`src/rtl/muldiv_unit_if.sv`:
```
// muldiv_unit_if: request/result bundle between the control unit (master)
// and the iterative multiply/divide unit (slave). N is the operand and
// HI/LO width.
interface muldiv_unit_if #(
    parameter int N = 32
);
    logic         start;
    logic [1:0]   op;
    logic [N-1:0] Qa;
    logic [N-1:0] B;
    logic         busy;
    logic         done;
    logic [N-1:0] hi;
    logic [N-1:0] lo;
    logic         div_by_zero;

    modport master (
        output start, op, Qa, B,
        input  busy, done, hi, lo, div_by_zero
    );

    modport slave (
        input  start, op, Qa, B,
        output busy, done, hi, lo, div_by_zero
    );
endinterface

```
`src/rtl/muldiv_unit.sv`:
```
// muldiv_unit: iterative MIPS multiply/divide into HI/LO.
// One multiplier/quotient bit per cycle, fixed N+1 cycle latency.
// op: 00 MULTU, 01 MULT, 10 DIVU, 11 DIV.
// Optional divider datapath: define MULDIV_DIVIDE_EN to include it. Without
// it, divide ops are accepted and complete in one cycle leaving HI/LO alone.
module muldiv_unit #(
    parameter int N = 32
) (
    input  logic          clk,
    input  logic          rst_n,
    muldiv_unit_if.slave  bus
);
    localparam int CW = $clog2(N);

    typedef enum logic [1:0] {
        S_IDLE = 2'b00,
        S_RUN  = 2'b01,
        S_FIX  = 2'b10
    } state_t;

    function automatic logic [N-1:0] neg_n(input logic [N-1:0] v);
        return ~v + {{(N-1){1'b0}}, 1'b1};
    endfunction

    function automatic logic [2*N-1:0] neg_2n(input logic [2*N-1:0] v);
        return ~v + {{(2*N-1){1'b0}}, 1'b1};
    endfunction

    state_t         state_r;
    logic           is_div_r;
    logic           sign_a_r;
    logic           sign_b_r;
    logic [N-1:0]   opnd_r;      // multiplicand (mul) or divisor (div)
    logic [2*N-1:0] acc_r;       // {upper, lower}: product or {remainder, quotient}
    logic [CW-1:0]  count_r;
    logic           busy_r;
    logic           done_r;
    logic [N-1:0]   hi_r;
    logic [N-1:0]   lo_r;
    logic           dbz_r;

    logic           a_neg_s;
    logic           b_neg_s;
    logic [N-1:0]   a_mag_s;
    logic [N-1:0]   b_mag_s;
    logic [N:0]     mul_sum_s;
    logic [2*N-1:0] mul_next_s;
    logic [2*N-1:0] prod_s;
    logic [2*N-1:0] iter_next_s;

`ifdef MULDIV_DIVIDE_EN
    logic           b_zero_r;
    logic [N:0]     trial_s;
    logic [2*N-1:0] div_next_s;
    logic [N-1:0]   quo_s;
    logic [N-1:0]   rem_s;
`endif

    // Operand magnitudes and signs at capture time (signed only for op[0]=1).
    always_comb begin
        a_neg_s = bus.op[0] & bus.Qa[N-1];
        b_neg_s = bus.op[0] & bus.B[N-1];
        a_mag_s = a_neg_s ? neg_n(bus.Qa) : bus.Qa;
        b_mag_s = b_neg_s ? neg_n(bus.B) : bus.B;
    end

    // Shift-add step: conditionally add multiplicand to upper half, shift right.
    always_comb begin
        mul_sum_s  = {1'b0, acc_r[2*N-1:N]} + (acc_r[0] ? {1'b0, opnd_r} : {(N+1){1'b0}});
        mul_next_s = {mul_sum_s, acc_r[N-1:1]};
        prod_s     = (sign_a_r ^ sign_b_r) ? neg_2n(acc_r) : acc_r;
    end

`ifdef MULDIV_DIVIDE_EN
    // Restoring-division step and final sign correction of quotient/remainder.
    always_comb begin
        trial_s    = acc_r[2*N-1:N-1] - {1'b0, opnd_r};
        div_next_s = trial_s[N] ? {acc_r[2*N-2:0], 1'b0}
                                : {trial_s[N-1:0], acc_r[N-2:0], 1'b1};
        quo_s      = b_zero_r ? {N{1'b1}}
                   : ((sign_a_r ^ sign_b_r) ? neg_n(acc_r[N-1:0]) : acc_r[N-1:0]);
        // With B==0 the remainder is |Qa|, so restoring the sign yields Qa.
        rem_s      = sign_a_r ? neg_n(acc_r[2*N-1:N]) : acc_r[2*N-1:N];
        iter_next_s = is_div_r ? div_next_s : mul_next_s;
    end
`else
    // Only the multiplier datapath iterates in this build.
    always_comb begin
        iter_next_s = mul_next_s;
    end
`endif

    // Control FSM with iteration datapath and registered HI/LO/status outputs.
    always_ff @(posedge clk or negedge rst_n) begin
        if (!rst_n) begin
            state_r  <= S_IDLE;
            is_div_r <= 1'b0;
            sign_a_r <= 1'b0;
            sign_b_r <= 1'b0;
            opnd_r   <= {N{1'b0}};
            acc_r    <= {(2*N){1'b0}};
            count_r  <= {CW{1'b0}};
            busy_r   <= 1'b0;
            done_r   <= 1'b0;
            hi_r     <= {N{1'b0}};
            lo_r     <= {N{1'b0}};
            dbz_r    <= 1'b0;
`ifdef MULDIV_DIVIDE_EN
            b_zero_r <= 1'b0;
`endif
        end else begin
            done_r <= 1'b0;
            case (state_r)
                S_IDLE: begin
                    if (bus.start) begin
                        is_div_r <= bus.op[1];
                        sign_a_r <= a_neg_s;
                        sign_b_r <= b_neg_s;
                        dbz_r    <= 1'b0;
                        count_r  <= {CW{1'b0}};
                        busy_r   <= 1'b1;
                        if (bus.op[1]) begin
                            opnd_r <= b_mag_s;
                            acc_r  <= {{N{1'b0}}, a_mag_s};
                        end else begin
                            opnd_r <= a_mag_s;
                            acc_r  <= {{N{1'b0}}, b_mag_s};
                        end
`ifdef MULDIV_DIVIDE_EN
                        b_zero_r <= (bus.B == {N{1'b0}});
                        state_r  <= S_RUN;
`else
                        state_r  <= bus.op[1] ? S_FIX : S_RUN;
`endif
                    end
                end
                S_RUN: begin
                    acc_r   <= iter_next_s;
                    count_r <= count_r + CW'(1);
                    if (count_r == CW'(N-1)) begin
                        state_r <= S_FIX;
                    end
                end
                S_FIX: begin
`ifdef MULDIV_DIVIDE_EN
                    if (is_div_r) begin
                        hi_r  <= rem_s;
                        lo_r  <= quo_s;
                        dbz_r <= b_zero_r;
                    end else begin
                        hi_r <= prod_s[2*N-1:N];
                        lo_r <= prod_s[N-1:0];
                    end
`else
                    if (!is_div_r) begin
                        hi_r <= prod_s[2*N-1:N];
                        lo_r <= prod_s[N-1:0];
                    end
`endif
                    done_r  <= 1'b1;
                    busy_r  <= 1'b0;
                    state_r <= S_IDLE;
                end
                default: begin
                    state_r <= S_IDLE;
                    busy_r  <= 1'b0;
                end
            endcase
        end
    end

    assign bus.busy        = busy_r;
    assign bus.done        = done_r;
    assign bus.hi          = hi_r;
    assign bus.lo          = lo_r;
    assign bus.div_by_zero = dbz_r;
endmodule

```
`src/flat_wrapper.sv`:
```
// flat-port wrapper written by rule: the top's interface ports become plain ports
module muldiv_unit_flat 
#(
    parameter int N = 32
)
  (clk, rst_n, bus_start, bus_op, bus_Qa, bus_B, bus_busy, bus_done, bus_hi, bus_lo, bus_div_by_zero);
  muldiv_unit_if #(.N(N)) bus_i ();
  input  logic clk;
  input  logic rst_n;
  input wire logic [$bits(bus_i.start)-1:0] bus_start;
  input wire logic [$bits(bus_i.op)-1:0] bus_op;
  input wire logic [$bits(bus_i.Qa)-1:0] bus_Qa;
  input wire logic [$bits(bus_i.B)-1:0] bus_B;
  output wire logic [$bits(bus_i.busy)-1:0] bus_busy;
  output wire logic [$bits(bus_i.done)-1:0] bus_done;
  output wire logic [$bits(bus_i.hi)-1:0] bus_hi;
  output wire logic [$bits(bus_i.lo)-1:0] bus_lo;
  output wire logic [$bits(bus_i.div_by_zero)-1:0] bus_div_by_zero;
  assign bus_i.start = bus_start;
  assign bus_i.op = bus_op;
  assign bus_i.Qa = bus_Qa;
  assign bus_i.B = bus_B;
  assign bus_busy = bus_i.busy;
  assign bus_done = bus_i.done;
  assign bus_hi = bus_i.hi;
  assign bus_lo = bus_i.lo;
  assign bus_div_by_zero = bus_i.div_by_zero;
  muldiv_unit #(.N(N)) u_core (.clk(clk), .rst_n(rst_n), .bus(bus_i));
endmodule
```
`config.mk`:
```
export PLATFORM = sky130hd
export DESIGN_NAME = muldiv_unit_flat
export DESIGN_NICKNAME = d
export VERILOG_FILES = /design/src/rtl/muldiv_unit_if.sv /design/src/rtl/muldiv_unit.sv /design/src/flat_wrapper.sv
export SDC_FILE = /design/constraint.sdc
export NUM_CORES = 1
export LEC_CHECK = 0
export ABC_CLOCK_PERIOD_IN_PS = 4240
export BUFFER_PORTS_ARGS = -buffer_cell sky130_fd_sc_hd__buf_2
export CORE_ASPECT_RATIO = 0.5
export CORE_MARGIN = 1.5
export CORE_UTILIZATION = 30
export DETAILED_ROUTE_END_ITERATION = 12
export GPL_ROUTABILITY_DRIVEN = 1
export REMOVE_ABC_BUFFERS = 1
export SLEW_MARGIN = 20
export SYNTH_ARGS = -nofsm -noshare
export SYNTH_HDL_FRONTEND = slang
export SYNTH_SLANG_ARGS = --single-unit
```
`constraint.sdc`:
```
create_clock -name clk -period 4.24 [get_ports clk]
set_input_delay 0.212 -clock clk [delete_from_list [all_inputs] [get_ports clk]]
set_output_delay 0.212 -clock clk [all_outputs]
set_load 0.02 [all_outputs]
```
Word level (Yosys, flattened, before mapping):

Index checks and enable logic that the tools add are counted.

* logic and storage cells: 53
* flip-flop bits (word level): 172

* reduce and logical (&&, ||, !) cells: 7
* equal/unequal tests: 5
* add/subtract/negate cells: 5
* bitwise operators: 8
* muxes and demuxes: 17

Operators by type and width (number)
* $mux W32: 5
* $mux W64: 2
* $pmux W64 S2: 1
* $add A32 B1 Y32 const B: 2
* $add A64 B1 Y64 const B: 1
* $not A32 Y32: 2
* $not A64 Y64: 1
* $add A32 B33 Y33: 1
* $pmux W5 S2: 1
* $reduce_and A2 Y1: 5
* $mux W2: 3
* $add A5 B1 Y5 const B: 1
* $eq A5 B5 Y1 const B: 1
* $mux W5: 1
* $pmux W2 S2: 1
* $and A1 B1 Y1: 2
* $eq A2 B1 Y1 const B: 1
* $eq A2 B2 Y1 const B: 1
* $logic_not A2 Y1: 1
* $mux W1: 2
* $ne A2 B1 Y1 const B: 1
* $ne A2 B2 Y1 const B: 1
* $not A1 Y1: 2
* $pmux W1 S2: 1
* other kinds (2): 2

Depth between registers and ports, before layout:

* depth in word-level cells: 6
* gate-level depth with buffers: 13

Worst setup path before layout:

OpenSTA, ideal clock, no wires.

* path type: register to register
* start point: reg u_core.acc_r[0]
* end point: reg u_core.acc_r[57]
* data arrival time: 2.927 ns
* path slack: 1.244 ns
* stages on the path, launching flop included: 14
* clock period less this slack: 2.996 ns
* required time: 4.171 ns
* path through: dfrtp_1 clkbuf_1 clkbuf_1 and2_1 ha_1 inv_1 fa_1 nor2b_1 o2111ai_1 a211oi_1 o211ai_1 a31o_2 a211o_1 nand3_1

* cells in the longest elaborated chain, start to end: 3

Ends and longest elaborated chain
* start, declared: RTL line muldiv_unit.sv:34 `logic [2*N-1:0] acc_r;`
* start signal, assigned: RTL line muldiv_unit.sv:101 `acc_r <= {(2*N){1'b0}};`
* start signal, assigned: RTL line muldiv_unit.sv:124 `acc_r <= {{N{1'b0}}, a_mag_s};`
* start signal, assigned: RTL line muldiv_unit.sv:127 `acc_r <= {{N{1'b0}}, b_mag_s};`
* $mux W32: RTL line muldiv_unit.sv:69 `mul_sum_s = {1'b0, acc_r[2*N-1:N]} + (acc_r[0] ? {1'b0, opnd_r} : {(N+1){1'b0}});`
* $add A32 B33 Y33: RTL line muldiv_unit.sv:69
* $pmux W64 S2: RTL line muldiv_unit.sv:113 `case (state_r)`

No other way between the ends.
A chain may end at the register's enable or synchronous reset.

Worst setup path in the final report:

Ends and elaborated chain as after synthesis.

==> reports/metrics.yaml <==
critPathMaxFanout: 15
powerDensity_nw_per_um2: 768.6
run_status: "finished clean"
synth_warnings: 0
max_freq_mhz: 298.5
h-tree-depth: 4
ys_top_cells_by_area: "dfrtp_1 (37%), o21ai_0 (7.2%), xnor2_1 (6.0%)"
syn_area_per_cell_um2: 8.325
rsz0062_at_grt: "false"
drive_above_1_share_pct: 13.99
dpl.hpwl_um: 28870
finalSetupTns_ns: 0
crit_path_start: "u_core.acc_r[0]"
boundaryPins: 136
syn2layout_area_growth_pct: 15.31
p_total_w: 0.01034
routed_wirelength_um: 37690
synthCells: 1402
die_area_um2: 40170
drtIter0Drc: 730
leakagePower_nw: 5.817
synth_edf_count: 0
slew_viol_final: 0
antenna_found_initial: 4
min_period_ns: 3.350
ys_types: 72
cts_tree: "yes"
synth_seq_area_share_pct: 36.88
cts_resized: 0
clk_pin_slew_ns: 0.07
grt_pass1_vias: 10110
overflow: 0
grt_max_degree: 88
numCtsBuffers: 17
cts_root_buffer: "clkbuf_16"
die_w_um: 281.9
synth_top_cell_area_share_pct: 36.88
finalCritPeriodShare_pct: 79.00
io_buffers: 134
drt_pass1_iterations: 5
worstReg2RegStart: "u_core.acc_r[0]"
fin_nets: 1588
yosysMostFrequentCell: "dfrtp_1"
grt_pass1_wl_um: 58530
ant_nets: 0
rows: 50
track_usage_pct: 19.10
skew_ns: 0.01209
ys.flop_type: "dfrtp_1"
insertion_delay_ns: 0.47
routedWlPerCell_um: 18.68
synthArstFlopShare_pct: 100.0
hp-class: "in2reg"
setup_viol: 0
synth_area_um2: 11670
cts.path.max_buffers: 2
end_kind: "register"
ir_drop_v: 0.0003881
synth-seq-cells: 172
synthTopCellsByCount: "dfrtp_1 (172), nand2_1 (170), o21ai_0 (167), a21oi_1 (94), clkbuf_1 (88)"
min_from: "bus_B[31]"
timing_worst_setup_path_type: "reg2reg"
via_count: 10620
core_area_um2: 37850
crit_required_ns: 4.64
viasPerCell: 5.262
cp-start-kind: "register"
tightest_slew_ns: 0.9031
chipHeight_um: 142.5
cts.sinks: 172
finalWeightedCongestion: 0.9161
start_util_pct: 30.84
cp_data_arrival_time_ns: 3.75
relSlewSlack_pct: 39.64
drv_cap: 0
synth.largest_area_cell: "dfrtp_1"
remaining_drc_errors: 0
final-hold-violation-count: 0
-- critical path, cell delays in order (launching register included) --
cell and delay [ns]:
dfrtp_1 0.64, and2_1 0.20, ha_1 0.19, inv_1 0.06, fa_1 0.40, nor2b_1 0.16, o2111ai_1 0.21, a211oi_1 0.47
o211ai_1 0.28, a31o_2 0.31, a211o_1 0.28, nand3_1 0.06
-- layer usage --
| metal | global-route usage, % | part of all wire, % |
|---|---|---|
| met3 | 3.053 | 4.4 |
| met2 | 31.13 | 47 |
| met4 | 8.489 | 3.2 |
| met1 | 25.02 | 46 |
| met5 | 0 | 0 |
-- per-stage QoR --
stage	worst slack, ns	hold WS (ns)	area [um^2]	utilization (%)	cells
floorplan	1.126	-0.08359	11310	-	1309
global placement	0.9376	0.3584	12820	33.88	1981
detailed placement	0.9021	0.3645	12820	33.88	1981
CTS	0.8626	0.08917	13450	35.53	2014
global route	0.5161	0.1012	13460	35.55	2017
finish	0.8905	0.09661	13460	35.56	2018
-- path summary, 6_finish.rpt --
kind | depth (start not counted) | slack, ns | to
max reg2reg | 11 | 0.89 | u_core.acc_r[57]
max in group asynchronous | 3 | 2.84 | u_core.opnd_r[29]
min reg2reg | 2 | 0.47 | u_core.bus.hi[13]
min | 3 | 0.1 | u_core.acc_r[31]
max | 11 | 0.89 | u_core.acc_r[57]
min in group asynchronous | 2 | 0.41 | u_core.bus.hi[2]
-- placed cells by master, fill, tap and decap left out, types with 5 or more instances in the layout --
cell,netlist,final
nand2b_1,10,8
or3_1,10,10
a22oi_1,22,22
or4_1,12,12
a211o_1,6,6
o21bai_1,5,5
a221o_1,5,5
inv_1,31,31
a21o_1,15,15
and3_1,9,9
nor2_1,83,82
nor3_1,39,39
xnor2_1,80,79
nor4_1,13,13
o221ai_1,24,24
mux2i_1,8,8
o21a_1,8,8
a211oi_1,12,12
clkbuf_16,0,17
buf_4,1,16
and2_1,40,40
o211ai_1,8,8
xor2_1,64,64
o21ai_1,6,6
a21oi_1,94,94
nand4_1,12,12
nand2_1,170,169
o21ai_0,167,167
ha_1,37,37
nand3_1,35,35
nor2b_1,7,6
dfrtp_1,172,172
o31ai_1,27,27
a31oi_1,21,21
buf_2,1,133
o41ai_1,9,9
-- sequential cells by signal (all words and copies together), names as in the netlist --
| signal | count |
|---|---|
| u_core.state_r | 2 |
| u_core.is_div_r | 1 |
| u_core.opnd_r | 32 |
| u_core.acc_r | 64 |
| u_core.bus.lo | 32 |
| u_core.bus.done | 1 |
| u_core.sign_a_r | 1 |
| u_core.bus.busy | 1 |
| u_core.sign_b_r | 1 |
| u_core.bus.hi | 32 |
| u_core.count_r | 5 |
-- final cells by class --
cell class              count  area, um^2
inverters                  32       120.1
clock inverters            15       190.2
diodes                      4       10.01
multi-input cells        1105        6910
well taps                 520       650.6
fillers                  3969       24390
flip-flops and latches    172        4304
repair buffers            153       847.1
clock buffers              17       425.4
-- logic make-up after synthesis --
| kind of cell | after synthesis | share of synthesized area, % |
|---|---|---|
| AND/OR/NAND/NOR | 465 | 19.62 |
| AO/OA/AOI/OAI | 447 | 23.52 |
| flip-flops | 172 | 36.88 |
| XOR/XNOR | 144 | 10.81 |
| buffers and inverters | 125 | 4.127 |
| adder cells (fa/ha/maj) | 38 | 4.138 |
| multiplexers | 10 | 0.8791 |
| other | 1 | 0.03213 |
-- report_power, final --
group          internal [W]  switching (W)
registers           0.00241       0.000760
logic               0.00210        0.00337
clock network      0.000939       0.000761
-- repair_timing --
item	CTS	global route
hold endpoints to repair	86	0
buffers inserted	0	0
hold buffers	1	0
No activity file was read; power rests on OpenSTA's default activity.
